### src/rtl/ppu_vram_arbiter_if.sv
// Bundles the fetch, CPU and VRAM sides of the PPU VRAM arbiter.
// The slave modport is the arbiter; the master modport is whatever drives it.
interface ppu_vram_arbiter_if;
   logic        vblank;
   logic        render_en;

   logic        fetch_req;
   logic [13:0] fetch_addr;
   logic        fetch_valid;
   logic [7:0]  fetch_rdata;

   logic        cpu_req;
   logic        cpu_we;
   logic [13:0] cpu_addr;
   logic [7:0]  cpu_wdata;
   logic        cpu_busy;
   logic        cpu_done;
   logic [7:0]  cpu_rdata;

   logic [13:0] vram_addr;
   logic        vram_we;
   logic [7:0]  vram_wdata;
   logic [7:0]  vram_rdata;

   modport slave (
      input  vblank, render_en,
      input  fetch_req, fetch_addr,
      output fetch_valid, fetch_rdata,
      input  cpu_req, cpu_we, cpu_addr, cpu_wdata,
      output cpu_busy, cpu_done, cpu_rdata,
      output vram_addr, vram_we, vram_wdata,
      input  vram_rdata
   );

   modport master (
      output vblank, render_en,
      output fetch_req, fetch_addr,
      input  fetch_valid, fetch_rdata,
      output cpu_req, cpu_we, cpu_addr, cpu_wdata,
      input  cpu_busy, cpu_done, cpu_rdata,
      input  vram_addr, vram_we, vram_wdata,
      output vram_rdata
   );
endinterface

### src/rtl/ppu_vram_arbiter.sv
// PPU VRAM bus arbiter: fetch sequencer vs. one-deep CPU buffer; PPU_ARB_STARVE_EN adds a CPU starvation guard.
// Fetch: req->valid in 2 cycles; CPU: req->done in 3 uncontended; a cpu_req arriving while busy is dropped.
module ppu_vram_arbiter #(
   parameter int MAX_WAIT = 8
) (
   input logic               clk,
   input logic               reset,
   ppu_vram_arbiter_if.slave bus
);

   if (MAX_WAIT < 1 || MAX_WAIT > 255) begin : g_max_wait_range
      $error("ppu_vram_arbiter: MAX_WAIT must be within 1..255");
   end

   typedef enum logic [1:0] {
      IDLE     = 2'd0,
      ACCESS   = 2'd1,
      COMPLETE = 2'd2
   } state_t;

   state_t      state;
   state_t      state_nxt;
   logic        cur_cpu;

   logic        buf_vld;
   logic        buf_we;
   logic [13:0] buf_addr;
   logic [7:0]  buf_wdata;

   logic [7:0]  fetch_rdata_q;
   logic [7:0]  cpu_rdata_q;

   logic        rendering;
   logic        buf_pending;
   logic        starve;
   logic        grant_fetch;
   logic        grant_cpu;

   // The buffer still holds the CPU access during its own COMPLETE cycle;
   // it must not be arbitrated a second time there.
   assign rendering   = bus.render_en & ~bus.vblank;
   assign buf_pending = buf_vld & ~((state == COMPLETE) & cur_cpu);

`ifdef PPU_ARB_STARVE_EN
   localparam logic [7:0] MAX_WAIT_C = 8'(MAX_WAIT);

   logic [7:0] wait_cnt;

   always_ff @(posedge clk) begin
      if (reset) begin
         wait_cnt <= '0;
      end else if (grant_cpu) begin
         wait_cnt <= '0;
      end else if (buf_pending && !((state == ACCESS) && cur_cpu) && (wait_cnt != 8'hFF)) begin
         wait_cnt <= wait_cnt + 8'd1;
      end
   end

   assign starve = (wait_cnt >= MAX_WAIT_C);
`else
   assign starve = 1'b0;
`endif

   always_comb begin
      state_nxt   = state;
      grant_fetch = 1'b0;
      grant_cpu   = 1'b0;
      case (state)
         IDLE, COMPLETE: begin
            if (rendering && bus.fetch_req && !(buf_pending && starve)) begin
               grant_fetch = 1'b1;
            end else if (buf_pending) begin
               grant_cpu = 1'b1;
            end else if (bus.fetch_req) begin
               grant_fetch = 1'b1;
            end
            state_nxt = (grant_fetch || grant_cpu) ? ACCESS : IDLE;
         end
         ACCESS: begin
            state_nxt = COMPLETE;
         end
         default: begin
            state_nxt = IDLE;
         end
      endcase
   end

   always_ff @(posedge clk) begin
      if (reset) begin
         state          <= IDLE;
         cur_cpu        <= 1'b0;
         bus.vram_addr  <= '0;
         bus.vram_we    <= 1'b0;
         bus.vram_wdata <= '0;
         fetch_rdata_q  <= '0;
         cpu_rdata_q    <= '0;
      end else begin
         state       <= state_nxt;
         bus.vram_we <= 1'b0;

         if (grant_fetch) begin
            cur_cpu       <= 1'b0;
            bus.vram_addr <= bus.fetch_addr;
         end else if (grant_cpu) begin
            cur_cpu       <= 1'b1;
            bus.vram_addr <= buf_addr;
            bus.vram_we   <= buf_we;
            if (buf_we) begin
               bus.vram_wdata <= buf_wdata;
            end
         end

         if (state == COMPLETE) begin
            if (!cur_cpu) begin
               fetch_rdata_q <= bus.vram_rdata;
            end else if (!buf_we) begin
               cpu_rdata_q <= bus.vram_rdata;
            end
         end
      end
   end

   always_ff @(posedge clk) begin
      if (reset) begin
         buf_vld   <= 1'b0;
         buf_we    <= 1'b0;
         buf_addr  <= '0;
         buf_wdata <= '0;
      end else if ((state == COMPLETE) && cur_cpu) begin
         buf_vld <= 1'b0;
      end else if (!buf_vld && bus.cpu_req) begin
         buf_vld   <= 1'b1;
         buf_we    <= bus.cpu_we;
         buf_addr  <= bus.cpu_addr;
         buf_wdata <= bus.cpu_wdata;
      end
   end

   // Read data appears on the bus in COMPLETE straight from VRAM, then is held.
   assign bus.fetch_valid = (state == COMPLETE) & ~cur_cpu;
   assign bus.cpu_done    = (state == COMPLETE) & cur_cpu;
   assign bus.fetch_rdata = bus.fetch_valid ? bus.vram_rdata : fetch_rdata_q;
   assign bus.cpu_rdata   = (bus.cpu_done && !buf_we) ? bus.vram_rdata : cpu_rdata_q;
   assign bus.cpu_busy    = buf_vld;

endmodule

### src/flat_wrapper.sv
// flat-port wrapper written by rule: the top's interface ports become plain ports
module ppu_vram_arbiter_flat 
#(
   parameter int MAX_WAIT = 8
)
  (clk, reset, bus_vblank, bus_render_en, bus_fetch_req, bus_fetch_addr, bus_fetch_valid, bus_fetch_rdata, bus_cpu_req, bus_cpu_we, bus_cpu_addr, bus_cpu_wdata, bus_cpu_busy, bus_cpu_done, bus_cpu_rdata, bus_vram_addr, bus_vram_we, bus_vram_wdata, bus_vram_rdata);
  ppu_vram_arbiter_if bus_i ();
  input logic clk;
  input logic reset;
  input wire logic [$bits(bus_i.vblank)-1:0] bus_vblank;
  input wire logic [$bits(bus_i.render_en)-1:0] bus_render_en;
  input wire logic [$bits(bus_i.fetch_req)-1:0] bus_fetch_req;
  input wire logic [$bits(bus_i.fetch_addr)-1:0] bus_fetch_addr;
  output wire logic [$bits(bus_i.fetch_valid)-1:0] bus_fetch_valid;
  output wire logic [$bits(bus_i.fetch_rdata)-1:0] bus_fetch_rdata;
  input wire logic [$bits(bus_i.cpu_req)-1:0] bus_cpu_req;
  input wire logic [$bits(bus_i.cpu_we)-1:0] bus_cpu_we;
  input wire logic [$bits(bus_i.cpu_addr)-1:0] bus_cpu_addr;
  input wire logic [$bits(bus_i.cpu_wdata)-1:0] bus_cpu_wdata;
  output wire logic [$bits(bus_i.cpu_busy)-1:0] bus_cpu_busy;
  output wire logic [$bits(bus_i.cpu_done)-1:0] bus_cpu_done;
  output wire logic [$bits(bus_i.cpu_rdata)-1:0] bus_cpu_rdata;
  output wire logic [$bits(bus_i.vram_addr)-1:0] bus_vram_addr;
  output wire logic [$bits(bus_i.vram_we)-1:0] bus_vram_we;
  output wire logic [$bits(bus_i.vram_wdata)-1:0] bus_vram_wdata;
  input wire logic [$bits(bus_i.vram_rdata)-1:0] bus_vram_rdata;
  assign bus_i.vblank = bus_vblank;
  assign bus_i.render_en = bus_render_en;
  assign bus_i.fetch_req = bus_fetch_req;
  assign bus_i.fetch_addr = bus_fetch_addr;
  assign bus_fetch_valid = bus_i.fetch_valid;
  assign bus_fetch_rdata = bus_i.fetch_rdata;
  assign bus_i.cpu_req = bus_cpu_req;
  assign bus_i.cpu_we = bus_cpu_we;
  assign bus_i.cpu_addr = bus_cpu_addr;
  assign bus_i.cpu_wdata = bus_cpu_wdata;
  assign bus_cpu_busy = bus_i.cpu_busy;
  assign bus_cpu_done = bus_i.cpu_done;
  assign bus_cpu_rdata = bus_i.cpu_rdata;
  assign bus_vram_addr = bus_i.vram_addr;
  assign bus_vram_we = bus_i.vram_we;
  assign bus_vram_wdata = bus_i.vram_wdata;
  assign bus_i.vram_rdata = bus_vram_rdata;
  ppu_vram_arbiter #(.MAX_WAIT(MAX_WAIT)) u_core (.clk(clk), .reset(reset), .bus(bus_i));
endmodule
### config.mk
export PLATFORM = sky130hd
export DESIGN_NAME = ppu_vram_arbiter_flat
export DESIGN_NICKNAME = d
export VERILOG_FILES = /design/src/rtl/ppu_vram_arbiter_if.sv /design/src/rtl/ppu_vram_arbiter.sv /design/src/flat_wrapper.sv
export SDC_FILE = /design/constraint.sdc
export NUM_CORES = 1
export LEC_CHECK = 0
export ABC_AREA = 1
export ABC_CLOCK_PERIOD_IN_PS = 1400
export CAP_MARGIN = 10
export CORE_MARGIN = 2
export CORE_UTILIZATION = 45
export DETAILED_ROUTE_END_ITERATION = 8
export DONT_BUFFER_PORTS = 1
export SYNTH_ARGS = -nofsm -noshare
export SYNTH_HDL_FRONTEND = slang
export SYNTH_SLANG_ARGS = --single-unit
### constraint.sdc
create_clock -name clk -period 1.4 [get_ports clk]
set_input_delay 0.14 -clock clk [delete_from_list [all_inputs] [get_ports clk]]
set_output_delay 0.14 -clock clk [all_outputs]
set_load 0.02 [all_outputs]
==> flow_summary_export.csv, run 1 <==
group,metric,value,unit
outcome,status,"complete, but fails checks",
outcome,violations,"setup timing",
timing,period_needed,1.557,ns
pwr,leakage,1.799,nW
global_routing,antenna_found_initial,0,
timing,slew_headroom,0.4805,
worst_setup_path,required,1.26,ns
synthesis,synth_edf_count,0,
routing,vias_per_cell,4.977,
pwr,ir_worst_vdd,0.6558,mV
synthesis,syn_area,2730,sq um
placement,hpwl,4534,um
worst_setup_path,critPathMaxStageDelay,0.34,ns
floorplanning,die_h,81.89,um
floorplanning,die_w,81.89,um
worst_setup_path,cp.arrival,1.42,ns
global_routing,met2_usage,0.3683,
final_layout,drive_gt1_frac,0.3133,
routing,drc,0,
synthesis,synth_commonest_cells,"nand2_1 (85), dfxtp_1 (66), nor2_1 (56)",
routing,dr_total_vias,2613,
global_routing,grt_pass1_vias,2277,
global_routing,grt_max_degree,31,
job,maxCapViolations,0,
placement,port_buffers,0,
synthesis,syn_nets,435,
worst_setup_path,cp-startpoint,"u_core.state[0]",
clock_tree,numCtsBuffers,9,
global_routing,grt_overflow,0,
clock_tree,clk_path_buf_depth,2,
timing,fin_crit_sh,1.112,
clock_tree,clk_pin_slew,0.07,ns
synthesis,synth_area_leaders,"dfxtp_1 (48%), nand2_1 (12%), nor2_1 (7.7%)",
global_routing,met3_usage,0.06264,
placement,dpl_worst_slack,-0.1617,ns
pwr,pwr-share-seq,0.454,
worst_setup_path,cpMaxStageDelayCell,"dfxtp_2",
pwr,switchingPower,1.269,mW
synthesis,synthFlopType,"dfxtp_1",
timing,tns,-1.686,ns
global_routing,grtUsageMet1,0.2294,
timing,worst_pin_slew,0.7792,ns
final_layout,nNetsFinal,496,
routing,wl_per_cell,14.33,um
timing,final-hold-violation-count,0,
routing,detail-route-antenna-nets,0,
timing,clock.fmax,642.1,MHz
min_path,hp-class,"primary input to flop",
worst_setup_path,cp_num_buf_inv,3,
global_routing,grt_util_all_layers,0.2102,
synthesis,ys_seq_area_frac,0.4840,
pwr,switching_share,0.2720,
timing,skew,0.007270,ns
worst_setup_path,endpoint_kind,"output pin",
worst_setup_path,crit_path_cell_trace,"inv_4 > nand3_4 > nor2_4 > buf_12 > nand2_1 > o21ai_2 > inv_2",
floorplanning,core,5886,sq um
floorplanning,initial_utilization,0.4639,
routing,routed_wl,7522,um
final_layout,area_delta_synth_final,45.55,%
clock_tree,clock_sinks,66,
routing,drt_iter0_markers,78,
timing,finalSetupViolCount,22,
timing,rsz0062_at_grt,"yes",
pwr,powerDensity,1174,nW/um^2
clock_tree,htree_levels,3,
clock_tree,root_buffer,"clkbuf_8",
routing,drtPass1Iterations,5,
floorplanning,num_rows,28,
synthesis,synth_top_area_cell,"dfxtp_1",
synthesis,synth_top_area_frac,0.4840,
pwr,power.internal,3.395,mW
worst_setup_path,critPathMaxFanout,8,
worst_setup_path,path_class,"flop to output pin",
synthesis,ys_warn_count,0,
global_routing,top_usage_layer,"met2",
synthesis,avgSynthCellArea,7.110,sq um
clock_tree,cts_tree,"built",
floorplanning,pin_count,93,
worst_setup_path,worstSetupStartpointType,"flop",
synthesis,ys_ff_latch,66,
worst_setup_path,crit_family,"flip-flops",
pwr,combPwrFrac,0.172,
final_layout,num_antenna_cells,0,
global_routing,grt_pass1_wl,10490,um
synthesis,synth.distinct_cells,21,
synthesis,yosysMostFrequentCell,"nand2_1",
pwr,clockPowerShare,0.374,
synthesis,synthCells,384,
clock_tree,clk_latency,0.33,ns
floorplanning,dieArea,6706,sq um
timing,final-max-slew-violation-count,0,
min_path,min_from,"bus_cpu_wdata[2]",
timing,finalWorstSetupSlack,-0.1574,ns
worst_setup_path,reg2reg_from,"u_core.state[0]",
synthesis,synthArstFlopShare,0,
placement,place_congestion,0.7434,
## through the flow
stage,std cells,power (mW),area [sq um],util,hold slack [ns]
final,525,4.664,3974,0.6752,0.01137
after global routing,525,4.882,3974,0.6752,0.01816
after CTS,512,4.514,3503,0.5952,0.005366
after detailed placement,465,2.687,2950,0.5013,0.2218
after global placement,465,2.676,2950,0.5013,0.2194
after floorplan,384,2.520,2730,-,0.3067
## registers in the layout (all words and copies together), names as in the netlist, 2 cells and up
register / count
u_core.buf_addr: 14
u_core.bus.vram_addr: 14
u_core.buf_wdata: 8
u_core.bus.vram_wdata: 8
u_core.cpu_rdata_q: 8
u_core.fetch_rdata_q: 8
u_core.state: 2
## routing by layer
layer	vias up	part of all wire
met1	1190	0.40
met2	75	0.52
met4	0	0.021
met5	-	0
met3	12	0.060
li1	1336	-
## logic make-up (layout without fill, tap and decap cells)
kind of cell	count (synthesis)	in the layout	share of synthesized area
buffers and inverters	72	137	0.1059
DFF	66	66	0.4840
AOI/OAI and AO/OA	59	59	0.1169
and+or+nand+nor	187	188	0.2933
## worst reg2reg max path, cell delays in order (launching register included)
cell and delay [ns]:
dfxtp_2 0.34, inv_4 0.09, nand3_4 0.10, buf_4 0.15
buf_4 0.13, nand3_4 0.14, clkbuf_16 0.19, nand3_1 0.07
nand2_1 0.09, nand2_1 0.05, nand2_1 0.05
## worst paths after layout
path	end	slack (ns)	cells past startpoint
setup reg to reg	u_core.bus.vram_addr[3]	-0.04	10
setup / recovery	bus_cpu_rdata[1]	-0.16	7
hold reg to reg	u_core.buf_wdata[6]	0.46	2
hold / removal	u_core.buf_wdata[2]	0.01	2
## power groups by stage
stage                     combinational (mW)  clock [mW]  sequential (mW)
final                                  0.801        1.74             2.12
after global routing                   0.884        1.87             2.13
after CTS                              0.623        1.78             2.11
after detailed placement               0.539           0             2.15
after global placement                 0.531           0             2.15
after floorplan                        0.388           0             2.13
## cell usage in the layout (no fill, tap or decap), types with 8 or more instances in the layout
cell / n
a21oi_1: 10
nand2_1: 61
inv_2: 17
clkbuf_8: 10
nand3_2: 9
nand2_2: 17
o21ai_0: 17
dfxtp_1: 62
a211oi_1: 8
dlygate4sd3_1: 28
nand4_1: 9
a21oi_2: 8
nor2_1: 51
nand3_1: 20
o21ai_2: 8
buf_4: 25
inv_1: 32
## area by class of cell
class | count | area (sq um)
fillers | 520 | 1912
multi-input cells | 247 | 1396
flip-flops and latches | 66 | 1326
repair buffers | 68 | 726.9
inverters | 52 | 203.9
clock buffers | 11 | 141.4
well taps | 75 | 93.84
clock inverters | 5 | 77.57
repair inverters | 1 | 7.507
## what timing repair did
action | in CTS | in global routing
endpoints found under the setup margin | 32 | 49
hold buffers | 28 | 1
endpoints found under the hold margin | 40 | 1
gates resized for setup | 17 | 107
setup buffers | 3 | 7
cloned | 0 | 5
pin swaps | 0 | 24
Note: power is estimated with default switching activity, not from simulation.
==> run 2, diff against run 1 <==
CORE_ASPECT_RATIO = 1.2   (was not set)
SLEW_MARGIN = 5   (was not set)
==> run 2 against run 1 <==
  * The run ends with hold timing, setup timing left
  * Combinational power is 27% higher
  * Clock skew is 0.0020 ns higher
  * Worst setup slack worse by 0.054 ns
  * Clock power hardly changed
  * Register-to-register slack worse by 0.13 ns
  * Sequential share of layout area is 4.6 points lower
  * Sequential power hardly changed
==> flow_summary_export.csv, run 2 (synthesized netlist as in run 1, its figures left out) <==
group,metric,value,unit
routing,dr_total_vias,2851,
final_layout,nNetsFinal,517,
timing,clock.fmax,620.7,MHz
placement,dpl_worst_slack,-0.1153,ns
clock_tree,clk_path_buf_depth,2,
worst_setup_path,worstSetupStartpointType,"flop",
floorplanning,core,5934,sq um
worst_setup_path,r2r_cells,11,
floorplanning,initial_utilization,0.4600,
worst_setup_path,cp_num_buf_inv,5,
worst_setup_path,cp.arrival,1.47,ns
timing,finalWorstSetupSlack,-0.2111,ns
outcome,violations,"hold timing, setup timing",
global_routing,grt_pass1_vias,2484,
floorplanning,die_w,75.11,um
worst_setup_path,cpMaxStageDelayCell,"dfxtp_2",
routing,drc,0,
worst_setup_path,critPathMaxStageDelay,0.34,ns
global_routing,grt_pass1_wl,11180,um
placement,place_inst,475,
routing,drtPass1Iterations,4,
clock_tree,cts_tree,"built",
timing,worst_pin_slew,0.9186,ns
outcome,status,"complete, but fails checks",
timing,period_needed,1.611,ns
worst_setup_path,cp.depth,7,
floorplanning,pin_count,93,
clock_tree,clock_sinks,66,
floorplanning,die_h,89.33,um
global_routing,antenna_found_initial,0,
final_layout,final_common_cell,"dfxtp_1",
final_layout,num_antenna_cells,0,
final_layout,fin_cells,553,
pwr,ir_worst_vdd,0.7910,mV
final_layout,drive_gt1_frac,0.4522,
routing,detail-route-antenna-nets,0,
placement,hpwl,4609,um
worst_setup_path,critPathMaxFanout,12,
worst_setup_path,path_class,"flop to output pin",
pwr,leakage,2.083,nW
min_path,holdPathStages,2,
timing,fin_crit_sh,1.151,
timing,skew,0.009243,ns
global_routing,grt_overflow,0,
routing,routed_wl,9356,um
pwr,power,4.916,mW
clock_tree,clk_latency,0.35,ns
worst_setup_path,crit_family,"buffers and inverters",
routing,wl_per_cell,16.92,um
placement,place_congestion,0.7597,
global_routing,grt_util_all_layers,0.2227,
timing,slew_headroom,0.3876,
timing,rsz0062_at_grt,"yes",
global_routing,grt_max_degree,28,
min_path,hp-class,"primary input to flop",
timing,finalSetupViolCount,61,
worst_setup_path,crit_path_cell_trace,"inv_2 > buf_6 > nand3_4 > clkinv_2 > buf_12 > a21oi_2 > buf_4",
placement,port_buffers,0,
pwr,powerDensity,1068,nW/um^2
timing,whs,-0.02453,ns
routing,drt_iter0_markers,101,
clock_tree,clk_pin_slew,0.08,ns
final_layout,mostFrequentLayoutCells,"dfxtp_1 (64), nor2_1 (42), nand2_1 (40)",
clock_tree,root_buffer,"clkbuf_8",
worst_setup_path,required,1.26,ns
routing,vias_per_cell,5.156,
floorplanning,num_rows,31,
timing,final-hold-violation-count,3,
clock_tree,numCtsBuffers,9,
final_layout,area_delta_synth_final,68.61,%
clock_tree,htree_levels,3,
timing,final-max-slew-violation-count,0,
worst_setup_path,endpoint_kind,"output pin",
job,maxCapViolations,0,
floorplanning,dieArea,6709,sq um
final_layout,top_regs,"u_core.buf_addr: 14 flops, u_core.bus.vram_addr: 14 flops",
## run 2: cell count changes in the layout (fill, tap and decap cells not counted), moves of 6 or more
| cell | before | now |
|---|---|---|
| buf_6 | 5 | 24 |
| nand2_4 | 7 | 21 |
| nand3_1 | 20 | 12 |
| nor2_2 | 4 | 11 |
| nor2_1 | 51 | 42 |
| nand2_2 | 17 | 23 |
| nand2_1 | 61 | 40 |
| o21ai_4 | 0 | 7 |
## run 2: repair_timing
action | 4_1_cts | 5_1_grt
setup buffers | 19 | 16
hold buffers | 22 | 2
endpoints found under the hold margin | 39 | 2
pin swaps | 4 | 45
gates cloned | 1 | 8
endpoints found under the setup margin | 32 | 71
resized for setup | 75 | 151
## run 2: through the flow
| stage | util | hold slack [ns] | area, sq um | setup TNS [ns] |
|---|---|---|---|---|
| finish | 0.7757 | -0.02453 | 4603 | -7.129 |
| global route | 0.7757 | 0.003761 | 4603 | -11.79 |
| CTS | 0.6357 | 0.001203 | 3772 | -4.019 |
| detailed placement | 0.5024 | 0.2215 | 2982 | -1.496 |
| global placement | 0.5024 | 0.2193 | 2982 | -0.6325 |
| floorplan | - | 0.3067 | 2730 | -0.8499 |
## run 2: path summary, 6_finish.rpt
| kind | startpoint | to | slack [ns] |
|---|---|---|---|
| worst max register to register | u_core.state[0] | u_core.bus.vram_addr[12] | -0.17 |
| worst max-delay path | u_core.state[0] | bus_fetch_rdata[6] | -0.21 |
| worst min-delay path | bus_cpu_addr[3] | u_core.buf_addr[3] | -0.02 |
| worst min register to register | u_core.buf_wdata[1] | u_core.buf_wdata[1] | 0.47 |
## run 2: final cells by class
type,count,area [sq um]
inverter,52,203.9
timing repair inverter,1,7.507
sequential,66,1324
clock buffer,11,131.4
clock inverter,5,78.83
timing repair buffer,89,1018
multi-input combinational,247,1737
fill,367,1331
tap,82,102.6
## run 2: per-layer routing
layer,routed length (um),GRT usage,vias to the layer above
met5,0,0,-
met4,306,0.09578,0
met3,493,0.05862,26
met2,5065,0.4139,96
met1,3491,0.2310,1344
li1,-,-,1385
## run 2: power breakdown
group / switching (mW) / internal (mW)
Sequential: 0.129 / 1.99
Clock: 0.771 / 1.00
Combinational: 0.560 / 0.460
